### src/rtl/bkg_map_loader_if.sv
// rtl/bkg_map_loader_if.sv - tile ROM read port and map RAM write port bundle for bkg_map_loader
interface bkg_map_loader_if #(
  parameter int AW = 9,
  parameter int DW = 3
) ();
  logic          start;
  logic [AW-1:0] rom_addr;
  logic [DW-1:0] rom_q;
  logic          wr_en;
  logic          wr_ready;
  logic [AW-1:0] wr_addr;
  logic [3:0]    wr_row;
  logic [4:0]    wr_col;
  logic [DW-1:0] wr_data;
  logic          busy;
  logic          done;

  // loader side
  modport master (
    input  start, rom_q, wr_ready,
    output rom_addr, wr_en, wr_addr, wr_row, wr_col, wr_data, busy, done
  );

  // ROM / map RAM / sequencer side
  modport slave (
    output start, rom_q, wr_ready,
    input  rom_addr, wr_en, wr_addr, wr_row, wr_col, wr_data, busy, done
  );
endinterface

### src/rtl/bkg_map_loader.sv
// rtl/bkg_map_loader.sv - copies the background tile ROM into the play-field map RAM (optional BKG_MAP_LOADER_COUNT_EN tile counter)
module bkg_map_loader #(
  parameter int DEPTH     = 300,
  parameter int COLS      = 20,
  parameter int AW        = 9,
  parameter int DW        = 3,
  parameter int COUNT_VAL = 5
) (
  input  logic             clk,
  input  logic             rst,
  bkg_map_loader_if.master bus
`ifdef BKG_MAP_LOADER_COUNT_EN
  , output logic [AW-1:0]  tile_count
`endif
);

  localparam logic [AW-1:0] LAST_ADDR = AW'(DEPTH - 1);
  localparam logic [4:0]    LAST_COL  = 5'(COLS - 1);

  typedef enum logic [1:0] {
    S_IDLE  = 2'd0,
    S_FETCH = 2'd1,
    S_DRAIN = 2'd2
  } state_t;

  state_t        state, state_nxt;
  logic          armed;     // start accepted, counters cleared, FETCH begins next edge
  logic [AW-1:0] cnt;
  logic [3:0]    row;
  logic [4:0]    col;
  logic          free;
  logic          capture;
  logic          last;

  // state register
  always_ff @(posedge clk or posedge rst) begin
    if (rst) state <= S_IDLE;
    else     state <= state_nxt;
  end

  // next-state logic: output stage is free when empty or being accepted this edge
  always_comb begin
    state_nxt = state;
    free      = ~bus.wr_en | bus.wr_ready;
    last      = (cnt == LAST_ADDR);
    capture   = 1'b0;
    case (state)
      S_IDLE: begin
        if (armed) state_nxt = S_FETCH;
      end
      S_FETCH: begin
        capture = free;
        if (free && last) state_nxt = S_DRAIN;
      end
      S_DRAIN: begin
        if (bus.wr_ready) state_nxt = S_IDLE;
      end
      default: state_nxt = S_IDLE;
    endcase
  end

  assign bus.rom_addr = (state == S_FETCH) ? cnt : '0;
  assign bus.busy     = (state != S_IDLE);

  // fetch counters and the registered write stage
  always_ff @(posedge clk or posedge rst) begin
    if (rst) begin
      armed       <= 1'b0;
      cnt         <= '0;
      row         <= '0;
      col         <= '0;
      bus.wr_en   <= 1'b0;
      bus.wr_addr <= '0;
      bus.wr_row  <= '0;
      bus.wr_col  <= '0;
      bus.wr_data <= '0;
      bus.done    <= 1'b0;
    end else begin
      bus.done <= 1'b0;
      armed    <= 1'b0;
      case (state)
        S_IDLE: begin
          // a start landing in the arming cycle is dropped, the load is already on its way
          if (bus.start && !armed) begin
            armed <= 1'b1;
            cnt   <= '0;
            row   <= '0;
            col   <= '0;
          end
        end
        S_FETCH: begin
          if (capture) begin
            bus.wr_en   <= 1'b1;
            bus.wr_addr <= cnt;
            bus.wr_row  <= row;
            bus.wr_col  <= col;
            bus.wr_data <= bus.rom_q;
            // counter parks on the last address; DRAIN takes over from here
            if (!last) begin
              cnt <= cnt + 1'b1;
              if (col == LAST_COL) begin
                col <= '0;
                row <= row + 1'b1;
              end else begin
                col <= col + 1'b1;
              end
            end
          end
        end
        S_DRAIN: begin
          if (bus.wr_ready) begin
            bus.wr_en <= 1'b0;
            bus.done  <= 1'b1;
          end
        end
        default: ;
      endcase
    end
  end

`ifdef BKG_MAP_LOADER_COUNT_EN
  localparam logic [DW-1:0] CVAL = DW'(COUNT_VAL);

  // count captured tiles matching CVAL; value is kept after done for the level-clear check
  always_ff @(posedge clk or posedge rst) begin
    if (rst) begin
      tile_count <= '0;
    end else if (state == S_IDLE && bus.start && !armed) begin
      tile_count <= '0;
    end else if (capture && bus.rom_q == CVAL) begin
      tile_count <= tile_count + 1'b1;
    end
  end
`endif

endmodule
### src/flat_wrapper.sv
// flat-port wrapper written by rule: the top's interface ports become plain ports
module bkg_map_loader_flat 
#(
  parameter int DEPTH     = 300,
  parameter int COLS      = 20,
  parameter int AW        = 9,
  parameter int DW        = 3,
  parameter int COUNT_VAL = 5
)
  (clk, rst, bus_start, bus_rom_q, bus_wr_ready, bus_rom_addr, bus_wr_en, bus_wr_addr, bus_wr_row, bus_wr_col, bus_wr_data, bus_busy, bus_done);
  bkg_map_loader_if #(.AW(AW), .DW(DW)) bus_i ();
  input  logic clk;
  input  logic rst;
  input wire logic [$bits(bus_i.start)-1:0] bus_start;
  input wire logic [$bits(bus_i.rom_q)-1:0] bus_rom_q;
  input wire logic [$bits(bus_i.wr_ready)-1:0] bus_wr_ready;
  output wire logic [$bits(bus_i.rom_addr)-1:0] bus_rom_addr;
  output wire logic [$bits(bus_i.wr_en)-1:0] bus_wr_en;
  output wire logic [$bits(bus_i.wr_addr)-1:0] bus_wr_addr;
  output wire logic [$bits(bus_i.wr_row)-1:0] bus_wr_row;
  output wire logic [$bits(bus_i.wr_col)-1:0] bus_wr_col;
  output wire logic [$bits(bus_i.wr_data)-1:0] bus_wr_data;
  output wire logic [$bits(bus_i.busy)-1:0] bus_busy;
  output wire logic [$bits(bus_i.done)-1:0] bus_done;
  assign bus_i.start = bus_start;
  assign bus_i.rom_q = bus_rom_q;
  assign bus_i.wr_ready = bus_wr_ready;
  assign bus_rom_addr = bus_i.rom_addr;
  assign bus_wr_en = bus_i.wr_en;
  assign bus_wr_addr = bus_i.wr_addr;
  assign bus_wr_row = bus_i.wr_row;
  assign bus_wr_col = bus_i.wr_col;
  assign bus_wr_data = bus_i.wr_data;
  assign bus_busy = bus_i.busy;
  assign bus_done = bus_i.done;
  bkg_map_loader #(.DEPTH(DEPTH), .COLS(COLS), .AW(AW), .DW(DW), .COUNT_VAL(COUNT_VAL)) u_core (.clk(clk), .rst(rst), .bus(bus_i));
endmodule
### config.mk
export PLATFORM = sky130hd
export DESIGN_NAME = bkg_map_loader_flat
export DESIGN_NICKNAME = d
export VERILOG_FILES = /design/src/rtl/bkg_map_loader_if.sv /design/src/rtl/bkg_map_loader.sv /design/src/flat_wrapper.sv
export SDC_FILE = /design/constraint.sdc
export NUM_CORES = 1
export LEC_CHECK = 0
export CORE_MARGIN = 4
export CORE_UTILIZATION = 40
export DETAILED_ROUTE_END_ITERATION = 8
export GPL_ROUTABILITY_DRIVEN = 0
export PLACE_DENSITY = 0.61
export REMOVE_ABC_BUFFERS = 1
export SYNTH_ARGS = -nofsm -noshare
export SYNTH_HDL_FRONTEND = slang
export SYNTH_SLANG_ARGS = --single-unit
### constraint.sdc
create_clock -name clk -period 3.9 [get_ports clk]
set_clock_uncertainty 0.05 [all_clocks]
set_input_delay 0.78 -clock clk [delete_from_list [all_inputs] [get_ports clk]]
set_output_delay 0.78 -clock clk [all_outputs]
set_load 0.01 [all_outputs]
==> results of run 1 <==
-- cell usage after synthesis, drive strengths merged --
cell type / n
o22ai: 1
and2: 9
nand3b: 1
nand2b: 5
a21oi: 5
nor3: 2
o21ai: 5
o211a: 1
o32ai: 1
xnor2: 2
and3: 5
mux2: 22
ha: 3
clkbuf: 2
o211ai: 1
and4bb: 1
inv: 5
buf: 2
a22o: 3
a211o: 2
a31oi: 1
nand4: 2
dfrtp: 44
nand2: 11
o21a: 2
mux2i: 5
nor3b: 1
nor2: 7
or4b: 1
a32o: 1
nor2b: 2
nand4b: 1
nand3: 8
nor4: 2
-- power by group --
part           leakage (nW)  internal [mW]  switching (mW)
Combinational         0.577          0.274           0.201
Clock                0.0503          0.158           0.143
Sequential            0.563          0.560          0.0992
Total                  1.19          0.992           0.444
-- final cells by class --
type / instances / area (um^2)
Multi-Input combinational cell: 113 / 880.8
Inverter: 5 / 18.77
Clock buffer: 7 / 96.34
Sequential cell: 44 / 1101
Tap cell: 67 / 83.83
Timing Repair Buffer: 41 / 405.4
Fill cell: 434 / 2231
-- placed cells by master, fill, tap and decap left out, types with 3 or more instances in the layout --
| cell type | count |
|---|---|
| ha_1 | 3 |
| nor2_1 | 6 |
| and3_1 | 4 |
| nand2_1 | 9 |
| mux2_2 | 21 |
| clkbuf_8 | 7 |
| o21ai_0 | 5 |
| clkdlybuf4s50_1 | 39 |
| dfrtp_1 | 44 |
| and2_1 | 8 |
| a21oi_1 | 5 |
| nand3_1 | 8 |
| inv_1 | 4 |
| mux2i_1 | 5 |
| nand2b_1 | 5 |
-- metrics by stage --
| step | power, mW | setup WS (ns) | instances | utilization [%] | area (um^2) |
|---|---|---|---|---|---|
| after floorplan | 0.9116 | 1.851 | 162 | - | 2001 |
| after global routing | 1.528 | 1.190 | 277 | 53.69 | 2586 |
| after CTS | 1.455 | 1.295 | 277 | 53.69 | 2586 |
| final | 1.436 | 1.320 | 277 | 53.69 | 2586 |
| after detailed placement | 1.147 | 1.392 | 270 | 51.69 | 2490 |
| after global placement | 1.129 | 1.442 | 270 | 51.69 | 2490 |
-- layer usage --
| layer | track usage [%] | up-vias | wire, um |
|---|---|---|---|
| li1 | - | 679 | - |
| met1 | 19.42 | 721 | 2014 |
| met2 | 23.74 | 31 | 2069 |
| met3 | 4.082 | 5 | 209 |
| met4 | 5.326 | 0 | 47 |
| met5 | 0 | - | 0 |
-- kinds of logic (layout without fill, tap and decap cells) --
group / count (synthesis) / after routing / share of synthesized area, %
multiplexers: 27 / 27 / 14.89
flip-flops: 44 / 44 / 54.39
buffers and inverters: 9 / 53 / 2.101
XOR/XNOR: 2 / 2 / 0.8654
adder cells (fa/ha/maj): 3 / 3 / 1.854
AND/OR/NAND/NOR: 58 / 58 / 16.93
AO/OA/AOI/OAI: 23 / 23 / 8.962
-- registers in the layout, summed over array words and instances, names as in the netlist --
name and flops:
u_core.armed 1, u_core.bus.done 1, u_core.bus.wr_addr 9, u_core.bus.wr_col 5, u_core.bus.wr_data 3, u_core.bus.wr_en 1
u_core.bus.wr_row 4, u_core.cnt 9, u_core.col 5, u_core.row 4, u_core.state 2
-- worst paths after layout --
kind                                                     to  cells after the start  slack (ns)                   startpoint
max                                         bus_rom_addr[0]                      4        1.32  u_core.state[1]$_DFFE_PP0P_
max in group asynchronous  u_core.bus.wr_col[3]$_DFFE_PP0P_                      3        2.53                          rst
max reg2reg                       u_core.col[0]$_DFFE_PP0P_                      5        1.90    u_core.cnt[0]$_DFFE_PP0P_
min reg2reg                     u_core.state[0]$_DFFE_PP0P_                      2        0.45       u_core.armed$_DFF_PP0_
min in group asynchronous       u_core.state[1]$_DFFE_PP0P_                      3        0.88                          rst
min                             u_core.state[0]$_DFFE_PP0P_                      2        0.45       u_core.armed$_DFF_PP0_
-- worst max-delay path, stage by stage, from the launching register on --
cell	delay (ns)
dfrtp_1	0.41
nor2b_1	0.12
buf_4	0.23
and2_1	0.15
clkdlybuf4s50_1	0.54
==> qor.csv, run 1 <==
metric,value,unit
crit_fanout,15,
synth_area_leaders,"dfrtp_1 54%, mux2_2 12%, and2_1 2.5%",
cts_tree,built,
drv_slew,0,
post_cts_buffers,0,
avgSynthCellArea,12.20,um^2
status,finished clean,
die-area,6263,um^2
synth_area,2024,um^2
grtUsageTotal,14.89,%
core_area,4817,um^2
p_leak,1.191,nW
rsz0062_at_grt,false,
synth_top_area_share,54.39,%
timing.max_slew.rel_slack,63.07,%
setup_viol,0,
drive_gt1_share,20.48,%
numCtsBuffers,5,
fp-row-count,25,
arrival,1.75,ns
power_density,555.2,nW/um^2
hp-class,flip-flop to flip-flop,
hold_violations,0,
yosys.area.top_type,dfrtp_1,
max_cap_viol_count,0,
dr.pass1.iters,4,
grt_max_degree,45,
synth_cell_types,42,
worstSkewPairLatency,0.29,ns
fin_nets,220,
dr.first_iter.drc_count,39,
hold_buffers,0,
ys_seq_elements,44,
synthToLayoutAreaGrowth,27.75,%
fmaxAchievable,387.5,MHz
ir_worst_vdd,293.5,uV
ys.warnings.count,0,
routedWlPerCell,15.67,um
hold_ws,0.4460,ns
die_y,79.14,um
grt-ovfl-total,0,
vias,1436,
fin_crit,2.580,ns
max-clock-path-buffers,2,
antenna_found_initial,0,
port_buffers,39,
crit_path_end_kind,output pin,
finalSetupTns,0,ns
antennaDiodeCount,0,
tightestPinTransition,0.5539,ns
cts_resized,0,
viasPerCell,5.184,
fp.dieW,79.14,um
root_buffer,clkbuf_8,
first_global_vias,1446,
synthCells,166,
crit_path_start_kind,flip-flop,
ant_nets,0,
path_class,flip-flop to output pin,
initial_utilization,42.03,%
fin_crit_sh,66.16,%
yosysSeqAreaShare,54.39,%
drcViolationCount,0,
worstPathRequired,3.07,ns
finalWirelength,4341,um
h-tree-depth,2,
dpl.hpwl,2964,um
clock_sinks,44,
clkSlewWorstSetupHoldPaths,0.07,ns
pin_count,40,
grt_pass1_wl,7334,um
Note: power is estimated with default switching activity, not from simulation.
==> run 2: changes to the inputs <==
PLACE_DENSITY = 0.64   (was 0.61)
clock period = 2.3 ns   (was 3.9 ns; I/O delays follow)
==> qor.csv, run 2 (synthesis gave the netlist of run 1 again) <==
metric,value,unit
h-tree-depth,2,
antenna_found_initial,0,
layout_common_cells,"44 x dfrtp_1, 39 x clkdlybuf4s50_1, 21 x mux2_2",
dr.first_iter.drc_count,55,
met2_usage,23.65,%
cts_tree,built,
dr.pass1.iters,4,
hold_buffers,0,
grtUsageTotal,14.77,%
hp-class,flip-flop to flip-flop,
grt-ovfl-total,0,
routedWlPerCell,14.99,um
drcViolationCount,0,
arrival,1.71,ns
max_cap_viol_count,0,
grt_max_degree,45,
power_density,928.6,nW/um^2
hold_ws,0.4453,ns
setup_viol,0,
max-clock-path-buffers,2,
fin_nets,226,
tightestPinTransition,0.5472,ns
viasPerCell,5.176,
path_class,flip-flop to output pin,
port_buffers,39,
rsz0062_at_grt,false,
core_area,4817,um^2
fin_crit_sh,96.70,%
finalSetupTns,0,ns
ir_worst_vdd,431.3,uV
grt.busiest_layer,met2,
fp.dieW,79.14,um
status,finished clean,
pin_count,40,
met1_usage,19.21,%
dpl.hpwl,2923,um
mostFrequentLayoutCell,dfrtp_1,
final_core_util,54.88,%
crit_path_end_kind,output pin,
clock_sinks,44,
multi_input_area,883.3,um^2
worstSkewPairLatency,0.30,ns
clkSlewWorstSetupHoldPaths,0.07,ns
grt_pass1_wl,7258,um
use_met3,3.401,%
worstPathRequired,1.79,ns
drv_slew,0,
fin_crit,2.224,ns
largestRegisters,"u_core.bus.wr_addr x9, u_core.cnt x9",
fp-row-count,25,
final_cells,284,
numCtsBuffers,5,
root_buffer,clkbuf_8,
worstHoldPathCells,1,
fmaxAchievable,449.6,MHz
synthToLayoutAreaGrowth,30.59,%
p_leak,1.222,nW
ant_nets,0,
regArea,1101,um^2
crit_fanout,11,
rrSetupSlack,0.34,ns
die_y,79.14,um
drive_gt1_share,22.58,%
finalWirelength,4258,um
dp.cells,274,
die-area,6263,um^2
first_global_vias,1484,
fillers,450,
vias,1470,
reg2reg_depth,4,
hold_violations,0,
crit_path_start_kind,flip-flop,
initial_utilization,42.03,%
timing.max_slew.rel_slack,63.52,%
antennaDiodeCount,0,
run 2: cell type report:
type                    count  share of cell area, %
repair buffers             47                  17.65
well taps                  67                  3.171
multi-input cells         113                  33.41
clock buffers               8                  3.407
flip-flops and latches     44                  41.65
inverters                   5                 0.7099
run 2: timing repair:
item	4_1_cts	5_1_grt
pin swaps	0	0
resized for setup	1	1
buffers inserted	2	0
setup endpoints to repair	9	1
run 2: critical path: stages, from the launching register on:
cell,delay [ns]
dfrtp_1,0.39
nor2b_2,0.19
buf_6,0.16
and2_2,0.14
clkdlybuf4s50_1,0.53
run 2: path summary, 6_finish.rpt:
path,end,start
max in group asynchronous,u_core.col[3]$_DFFE_PP0P_,rst
worst max register to register,u_core.col[0]$_DFFE_PP0P_,u_core.cnt[6]$_DFFE_PP0P_
min in group asynchronous,u_core.armed$_DFF_PP0_,rst
worst min-delay path,u_core.row[2]$_DFFE_PP0P_,u_core.row[2]$_DFFE_PP0P_
worst min register to register,u_core.row[2]$_DFFE_PP0P_,u_core.row[2]$_DFFE_PP0P_
worst max-delay path,bus_rom_addr[3],u_core.state[0]$_DFFE_PP0P_
run 2: layer usage:
metal,part of all wire [%],vias up
met1,46,727
met2,47,38
met3,5.0,8
li1,-,697
met4,1.9,0
met5,0,-
run 2: metrics by stage:
step           total power [mW]  worst slack (ns)  instance area (um^2)
6_report                  2.455           0.07579                  2644
5_1_grt                   2.614           0.01183                  2644
4_1_cts                   2.488           0.03265                  2641
3_5_place_dp              1.970            0.2015                  2532
3_3_place_gp              1.951            0.2468                  2532
2_1_floorplan             1.546            0.4535                  2001
run 2: power by group:
part,switching (mW),leakage (nW),internal (mW)
registers,0.149,0.563,0.949
clock network,0.249,0.0455,0.245
logic,0.361,0.614,0.502
==> run 3: changes to the inputs <==
REMOVE_ABC_BUFFERS = default   (was 1)
==> qor.csv, run 3 (synthesis gave the netlist of run 1 again) <==
metric,value,unit
fillers,433,
port_buffers,39,
rrSetupSlack,0.31,ns
crit_path_start_kind,flip-flop,
seq_power_share,45.7,%
arrival,1.70,ns
core_area,4817,um^2
dpl.hpwl,3105,um
switching_power,755.5,uW
reg2reg_depth,5,
fp.dieW,79.14,um
fin_crit_sh,96.09,%
grt-ovfl-total,0,
crit_chain,nor2b_1 > buf_6 > and2_2 > clkdlybuf4s50_1,
finalSetupTns,0,ns
cp_slowest_stage_delay,0.53,ns
layout_common_cells,"44 x dfrtp_1, 38 x clkdlybuf4s50_1, 21 x mux2_2",
crit_path_end_kind,output pin,
path_class,flip-flop to output pin,
setup_viol,0,
cp_slowest_cell,clkdlybuf4s50_1,
viasPerCell,5.127,
final_cells,284,
max-clock-path-buffers,2,
power_density,925.1,nW/um^2
hp-class,flip-flop to flip-flop,
grt_max_degree,45,
syn_nets,176,
critPathLaunch,u_core.state[1]$_DFFE_PP0P_,
worstHoldPathCells,1,
grtUsageTotal,15.66,%
drv_slew,0,
dp.cells,273,
ir_worst_vdd,571.1,uV
dr.pass1.iters,4,
grt_pass1_wl,7659,um
largestRegisters,"u_core.bus.wr_addr x9, u_core.cnt x9",
r2r-start,u_core.cnt[0]$_DFFE_PP0P_,
h-tree-depth,2,
dr.first_iter.drc_count,102,
mostFrequentLayoutCell,dfrtp_1,
fmaxAchievable,452.5,MHz
root_buffer,clkbuf_8,
finalWirelength,4466,um
initial_utilization,42.03,%
switching_share,31.04,%
vias,1456,
die_y,79.14,um
drcViolationCount,0,
p_leak,1.237,nW
r2r_end,u_core.col[1]$_DFFE_PP0P_,
cts_tree,built,
numCtsBuffers,5,
regArea,1101,um^2
worstHoldStart,u_core.row[2]$_DFFE_PP0P_,
synthToLayoutAreaGrowth,29.98,%
clock_sinks,44,
fp-row-count,25,
antennaDiodeCount,0,
p_comb_share,34.2,%
status,finished clean,
timing.max_slew.rel_slack,63.32,%
die-area,6263,um^2
hold_violations,0,
crit_fanout,12,
p_clk_share,20.1,%
tightestPinTransition,0.5501,ns
ant_nets,0,
fin_nets,226,
antenna_found_initial,0,
rsz0062_at_grt,false,
worstPathRequired,1.79,ns
first_global_vias,1603,
hold_end,u_core.row[2]$_DFFE_PP0P_,
p_int,1.679,mW
clkSlewWorstSetupHoldPaths,0.08,ns
drive_gt1_share,22.12,%
worstSkewPairLatency,0.29,ns
routedWlPerCell,15.73,um
max_cap_viol_count,0,
pin_count,40,
fin_crit,2.210,ns
multi_input_area,880.8,um^2
run 3: cell count changes in the layout (fill, tap and decap cells not counted), sizes merged:
cell,delta
inv,+1
clkinv,-1
clkdlybuf4s50,-1
dlymetal6s2s,+1
run 3: worst max-delay path by stage:
stage	end	slack [ns]	cells after the start
after floorplan	u_core.col[0]$_DFFE_PP0P_	0.50	4
after CTS	bus_rom_addr[3]	0.03	4
after detailed placement	u_core.bus.wr_addr[6]$_DFFE_PP0P_	0.12	4
final	bus_rom_addr[3]	0.09	4
after global placement	u_core.bus.wr_addr[2]$_DFFE_PP0P_	0.17	4
after global routing	bus_rom_addr[3]	0.005	4
run 3: layout make-up:
class | count | area share (%)
clock buffers | 8 | 3.424
inverters | 5 | 0.7133
multi-input cells | 113 | 33.48
flip-flops and latches | 44 | 41.85
well taps | 67 | 3.186
repair buffers | 47 | 17.36
run 3: critical path: cells and delay by family, from the launching register on:
family	cells	cell delay (ns)
buffers and inverters	2	0.69
flip-flops	1	0.41
AND/OR/NAND/NOR	2	0.30
run 3: what timing repair did:
item / 4_1_cts / 5_1_grt
endpoints found under the setup margin: 0 / 9
buffers inserted: 0 / 3
hold buffers: 0 / 0
resized for setup: 0 / 2
run 3: power by group through the flow:
stage / Sequential (mW) / Clock (mW) / Combinational (mW)
final: 1.11 / 0.490 / 0.832
after global routing: 1.15 / 0.545 / 0.906
after CTS: 1.12 / 0.512 / 0.830
after detailed placement: 1.13 / 0 / 0.824
after global placement: 1.12 / 0 / 0.806
after floorplan: 1.13 / 0 / 0.422
run 3: layer usage:
layer,vias to the layer above,wire length [um],track usage (%)
met3,7,198,4.649
met4,0,60,6.701
li1,691,-,-
met5,-,0,0
met2,36,2256,25.59
met1,722,1951,19.21
run 3: metrics by stage:
stage / hold slack (ns) / util [%] / area (um^2) / power, mW / setup slack [ns]
after floorplan: 0.3919 / - / 2024 / 1.556 / 0.5048
after global placement: 0.4156 / 52.16 / 2512 / 1.921 / 0.1673
after detailed placement: 0.4364 / 52.16 / 2512 / 1.953 / 0.1201
after CTS: 0.4473 / 54.03 / 2603 / 2.456 / 0.03326
after global routing: 0.4839 / 54.62 / 2631 / 2.597 / 0.005427
final: 0.4428 / 54.62 / 2631 / 2.434 / 0.08985
